==> config.mk <==
export PLATFORM = sky130hd
export DESIGN_NAME = htpa_roi_expand
export DESIGN_NICKNAME = d
export VERILOG_FILES = /design/src/rtl/htpa_roi_expand.sv
export SDC_FILE = /design/constraint.sdc
export NUM_CORES = 1
export LEC_CHECK = 0
export ABC_AREA = 1
export CAP_MARGIN = 20
export CORE_UTILIZATION = 36
export CTS_BUF_LIST = sky130_fd_sc_hd__clkbuf_4
export DETAILED_ROUTE_END_ITERATION = 12
export GPL_TIMING_DRIVEN = 0
export SLEW_MARGIN = 0
export SYNTH_ARGS = -nofsm -noshare
export SYNTH_HDL_FRONTEND = slang
export SYNTH_SLANG_ARGS = --single-unit
==> constraint.sdc <==
create_clock -name clk -period 2.53 [get_ports clk]
set_clock_uncertainty 0.1 [all_clocks]
set_input_delay 0.6325 -clock clk [delete_from_list [all_inputs] [get_ports clk]]
set_output_delay 0.6325 -clock clk [all_outputs]
set_load 0.05 [all_outputs]
==> src/rtl/htpa_roi_expand.sv <==
// ROI box expander: widens each detector box by a per-axis gap, clamps it to the
// sensor frame, and tags it with a per-frame index through a two-stage pipeline.
module htpa_roi_expand #(
    parameter int XW      = 7,
    parameter int YW      = 6,
    parameter int GW      = 2,
    parameter int X_MAX   = 127,
    parameter int Y_MAX   = 63,
    parameter int MAX_ROI = 16,
    localparam int IW     = $clog2(MAX_ROI)
) (
    input  logic          clk,
    input  logic          rst,
    input  logic          sof_i,
    input  logic          in_valid_i,
    output logic          in_ready_o,
    input  logic [XW-1:0] in_xo_i,
    input  logic [XW-1:0] in_xn_i,
    input  logic [YW-1:0] in_yo_i,
    input  logic [YW-1:0] in_yn_i,
    input  logic [GW-1:0] cfg_gap_x_i,
    input  logic [GW-1:0] cfg_gap_y_i,
    input  logic          cfg_bypass_i,
    output logic          out_valid_o,
    input  logic          out_ready_i,
    output logic [XW-1:0] out_xo_o,
    output logic [XW-1:0] out_xn_o,
    output logic [YW-1:0] out_yo_o,
    output logic [YW-1:0] out_yn_o,
    output logic [IW-1:0] out_idx_o,
    output logic [3:0]    out_clamp_o,
    output logic          out_bad_o,
    output logic          ovf_o
);
    localparam logic [XW-1:0] X_LIM    = XW'(X_MAX);
    localparam logic [YW-1:0] Y_LIM    = YW'(Y_MAX);
    localparam logic [IW:0]   CNT_FULL = (IW+1)'(MAX_ROI);

    logic          rdy_en_q;
    logic [IW:0]   cnt_q, cnt_d;
    logic          ovf_q, ovf_d;
    logic          s1_valid_q;
    logic [XW-1:0] s1_xo_q, s1_xn_q;
    logic [YW-1:0] s1_yo_q, s1_yn_q;
    logic [GW-1:0] s1_gx_q, s1_gy_q;
    logic [IW-1:0] s1_idx_q;
    logic          out_valid_q;
    logic [XW-1:0] out_xo_q, out_xn_q;
    logic [YW-1:0] out_yo_q, out_yn_q;
    logic [IW-1:0] out_idx_q;
    logic [3:0]    out_clamp_q;
    logic          out_bad_q;

    logic          s2_load, accept, drop, s1_take;
    logic [XW-1:0] xo_c, xo_e, xn_e;
    logic [YW-1:0] yo_c, yo_e, yn_e;
    logic [XW:0]   x_sum;
    logic [YW:0]   y_sum;
    logic          s1_bad;
    logic [3:0]    clamp_e;

    assign s2_load    = !out_valid_q || out_ready_i;
    assign in_ready_o = rdy_en_q && (!s1_valid_q || s2_load);
    assign accept     = in_valid_i && in_ready_o;
    // A full frame swallows further boxes without stalling upstream.
    assign drop       = accept && !sof_i && (cnt_q == CNT_FULL);
    assign s1_take    = accept && !drop;

    always_comb begin
        cnt_d = cnt_q;
        ovf_d = ovf_q;
        if (sof_i) begin
            cnt_d = accept ? (IW+1)'(1) : '0;
            ovf_d = 1'b0;
        end else if (accept) begin
            if (cnt_q == CNT_FULL) ovf_d = 1'b1;
            else                   cnt_d = cnt_q + (IW+1)'(1);
        end
    end

    always_comb begin
        clamp_e = '0;
        s1_bad  = (s1_xo_q > s1_xn_q) || (s1_yo_q > s1_yn_q);
        xo_c    = ({1'b0, s1_xo_q} > {1'b0, X_LIM}) ? X_LIM : s1_xo_q;
        yo_c    = ({1'b0, s1_yo_q} > {1'b0, Y_LIM}) ? Y_LIM : s1_yo_q;
        x_sum   = {1'b0, s1_xn_q} + (XW+1)'(s1_gx_q);
        y_sum   = {1'b0, s1_yn_q} + (YW+1)'(s1_gy_q);
        clamp_e[3] = x_sum > {1'b0, X_LIM};
        clamp_e[2] = XW'(s1_gx_q) > xo_c;
        clamp_e[1] = y_sum > {1'b0, Y_LIM};
        clamp_e[0] = YW'(s1_gy_q) > yo_c;
        xn_e = clamp_e[3] ? X_LIM : x_sum[XW-1:0];
        xo_e = clamp_e[2] ? '0 : xo_c - XW'(s1_gx_q);
        yn_e = clamp_e[1] ? Y_LIM : y_sum[YW-1:0];
        yo_e = clamp_e[0] ? '0 : yo_c - YW'(s1_gy_q);
        // Malformed boxes travel untouched so readout can inspect the raw corners.
        if (s1_bad) begin
            xo_e    = s1_xo_q;
            xn_e    = s1_xn_q;
            yo_e    = s1_yo_q;
            yn_e    = s1_yn_q;
            clamp_e = '0;
        end
    end

    always_ff @(posedge clk or posedge rst) begin
        if (rst) begin
            rdy_en_q    <= 1'b0;
            cnt_q       <= '0;
            ovf_q       <= 1'b0;
            s1_valid_q  <= 1'b0;
            s1_xo_q     <= '0;
            s1_xn_q     <= '0;
            s1_yo_q     <= '0;
            s1_yn_q     <= '0;
            s1_gx_q     <= '0;
            s1_gy_q     <= '0;
            s1_idx_q    <= '0;
            out_valid_q <= 1'b0;
            out_xo_q    <= '0;
            out_xn_q    <= '0;
            out_yo_q    <= '0;
            out_yn_q    <= '0;
            out_idx_q   <= '0;
            out_clamp_q <= '0;
            out_bad_q   <= 1'b0;
        end else begin
            rdy_en_q <= 1'b1;
            cnt_q    <= cnt_d;
            ovf_q    <= ovf_d;
            if (in_ready_o) begin
                s1_valid_q <= s1_take;
                if (s1_take) begin
                    s1_xo_q  <= in_xo_i;
                    s1_xn_q  <= in_xn_i;
                    s1_yo_q  <= in_yo_i;
                    s1_yn_q  <= in_yn_i;
                    s1_gx_q  <= cfg_bypass_i ? '0 : cfg_gap_x_i;
                    s1_gy_q  <= cfg_bypass_i ? '0 : cfg_gap_y_i;
                    s1_idx_q <= sof_i ? '0 : cnt_q[IW-1:0];
                end
            end
            if (s2_load) begin
                out_valid_q <= s1_valid_q;
                if (s1_valid_q) begin
                    out_xo_q    <= xo_e;
                    out_xn_q    <= xn_e;
                    out_yo_q    <= yo_e;
                    out_yn_q    <= yn_e;
                    out_idx_q   <= s1_idx_q;
                    out_clamp_q <= clamp_e;
                    out_bad_q   <= s1_bad;
                end
            end
        end
    end

    assign out_valid_o = out_valid_q;
    assign out_xo_o    = out_xo_q;
    assign out_xn_o    = out_xn_q;
    assign out_yo_o    = out_yo_q;
    assign out_yn_o    = out_yn_q;
    assign out_idx_o   = out_idx_q;
    assign out_clamp_o = out_clamp_q;
    assign out_bad_o   = out_bad_q;
    assign ovf_o       = ovf_q;
endmodule

==> impl_results.md <==
- Post-Place Setup Slack: -0.335 ns
- WL final: 11,200 µm
- Largest net degree at the start of global routing: 33
- Area growth syn-to-layout: 25.1%
- Prevailing post-synth register cell: dfrtp_1
- Maximum vdd drop: 0.371 mV
- Routability-driven placement congestion ratio: 0.831
- Synthesized area: 4360 µm²
- Register area share after synthesis: 44.8%
- Fin util: 46.9%
- First-pass GRT wire length: 18,500 µm
- Final setup vio count: 0
- Status: finished, violations left
- Critical Path End Type: output port
- Share of post-route cells with drive strength above 1: 8.01%
- Root buf cell: clkbuf_4
- Max-Cap Viols: 0
- Syn avg cell area: 7.81 µm²
- Detailed-route DRC error count: 7
- Drt pass-1 iters: 9
- P per Cell Area: 965 nW/µm²
- CTS buffer count: 9
- Gr ovfl total: 0
- Clock-pin slew of the registers on the worst-case setup and hold paths: 0.12 ns
- CP peak stage delay: 0.45 ns
- Synth Warn #: 0
- Failing checks: design-rule violations
- Die W: 112 µm
- Syn nets: 621
- Unique masters post-synth: 34
- Hold Buf Count CTS: 0
- Final setup margin: 0.103 ns
- Worst hold path type: register to register
- Asr flop ratio synth: 100%
- Total number of vias: 3,844
- Lkg Pwr: 2.69 nW
- RSZ-0062 raised after global routing: no
- Crit path required time: 1.80 ns
- EDFF count, synth: 0
- WL/cell: 14.1 µm
- FP Rows: 39
- Total Negative Setup Slacks: 0 ns
- Dpl hpwl: 8530 µm
- Hold_sp: out_yo_o[5]
- Crit path max fanout: 4
- Headroom to the max-slew limit: 63.3%
- Antenna violations before repair: 0
- Postcts setup bufs: 0
- I/O pin count: 74
- # diodes: 0
- Core ar.: 11,600 µm²
- Final ANT Viol Nets: 0
- Port Buf Inserts: 73
- Max Freq: 412 MHz
- Fin. Hold Viols: 0
- #FFs+latches synth: 78
- Initial Utilization: 37.5%
- Slew @ Worst Pin: 0.550 ns
- Clk buf depth: 2
- All-Layer GR Usage: 18.9%
- DR iter-0 viols: 180
- Max Slew Vio Count: 0
- Fin crit period: 2.43 ns
- Clock Latency Late Sink: 0.44 ns
- Worst path slowest cell: clkdlybuf4s50_1
- TritonCTS clock tree: yes
- Post-DR vias/cell: 4.85
- Crit Path Class: input port to output port
- CP Launch Point: out_ready_i
- Crit path DAT: 1.69 ns
- Die footprint: 12,500 µm²
- Syn Inst Count: 558
- Chip height: 112 µm
- Clock sink count: 78
- Worst setup SP type: input port
- Resize count post-CTS: 3
- Final Power: 5.26 mW
- Final #Nets: 707
- Final worst-path cycle share: 95.9%
- H-tree Lvls: 3
- Reg2reg start: s1_gy_q[0]
- Number of global-route vias before repair: 3,716
- Critical Path, Cell by Cell: clkdlybuf4s50_1 > inv_1 > nand2_2 > o21ai_2 > inv_2 > clkdlybuf4s15_2
==> flip-flops by register name (all words and copies together), names as in the netlist <==
signal / cells
out_bad_o: 1
out_yo_o: 6
s1_xo_q: 7
out_xn_o: 7
s1_xn_q: 7
s1_yn_q: 6
out_clamp_o: 4
s1_valid_q: 1
out_idx_o: 4
s1_yo_q: 6
ovf_o: 1
out_valid_o: 1
out_yn_o: 6
s1_gx_q: 2
out_xo_o: 7
rdy_en_q: 1
s1_gy_q: 2
s1_idx_q: 4
cnt_q: 5
==> stage by stage <==
stage	std cells	hold slack [ns]	instance area, µm²
floorplan	558	0.352	4360
global placement	774	0.367	5270
detailed placement	776	0.370	5310
CTS	792	0.402	5450
global route	792	0.419	5450
finish	792	0.395	5450
==> cells in the final DEF (no fill, tap or decap), drive strengths merged <==
cell type,count
a21oi,7
nand4,3
clkinv,3
ha,23
clkbuf,14
dfrtp,78
nand2,202
a32o,1
fa,4
nor3,3
inv,65
o31ai,1
nor2,33
conb,1
and2,2
or2,3
clkinvlp,4
xnor2,1
xor2,8
buf,14
o21ai,64
clkdlybuf4s50,72
o211a,1
clkdlybuf4s15,1
bufinv,1
nand3,36
nand3b,4
==> Yosys cell counts, drive strengths merged, types with 4 or more instances <==
cell	count	area [µm²]
dfrtp	78	1950
clkbuf	4	15.0
buf	12	90.1
fa	4	80.1
nor2	33	139
o21ai	64	324
xor2	8	70.1
nand3	36	190
nand3b	4	30.0
inv	66	248
a21oi	7	35.0
nand2	202	781
ha	23	288
==> power breakdown <==
part	internal, mW	switching, mW
combinational	0.922	1.75
clock	0.309	0.463
sequential	1.56	0.249
total	2.79	2.46
==> cell type report <==
| type | instances | area (µm²) |
|---|---|---|
| clock inverter | 6 | 62.6 |
| inverter | 67 | 255 |
| fill | 1164 | 6170 |
| multi-input combinational | 397 | 2050 |
| sequential | 78 | 1950 |
| buffer | 16 | 105 |
| tap | 143 | 179 |
| clock buffer | 10 | 75.1 |
| timing repair buffer | 75 | 772 |
==> worst paths after layout <==
| kind | endpoint | slack, ns | cells past startpoint |
|---|---|---|---|
| hold / removal | out_yo_o[5] | 0.40 | 2 |
| setup / recovery | in_ready_o | 0.10 | 6 |
| hold reg to reg | out_yo_o[5] | 0.40 | 2 |
| min in group asynchronous | s1_idx_q[0] | 0.47 | 2 |
| setup reg to reg | out_yo_o[0] | 0.44 | 8 |
| max in group asynchronous | out_yo_o[2] | 1.31 | 3 |
==> kinds of logic (layout without fill, tap and decap cells) <==
family	Yosys count	count (layout)	share of synthesized area (%)
xor+xnor	9	9	1.81
compound gates	74	74	8.88
simple gates	286	286	27.8
flops	78	78	44.8
fa+ha+maj	27	27	8.45
other cells	1	1	0.0861
buf+inv	83	174	8.19
==> critical path: cells and delay by family <==
kind                   cells  cell delay, ns
AO/OA/AOI/OAI              1            0.06
buffers and inverters      4            0.93
AND/OR/NAND/NOR            1            0.07
==> routing by layer <==
layer | part of all wire [%] | up-vias | routed length (µm) | track usage [%]
met4 | 1.3 | 0 | 150 | 4.80
met2 | 47 | 90 | 5260 | 31.3
met5 | 0 | - | 0 | 0
met1 | 47 | 1810 | 5270 | 25.3
li1 | - | 1931 | - | -
met3 | 4.5 | 13 | 500 | 3.97
(Power assumes the default switching activity.)
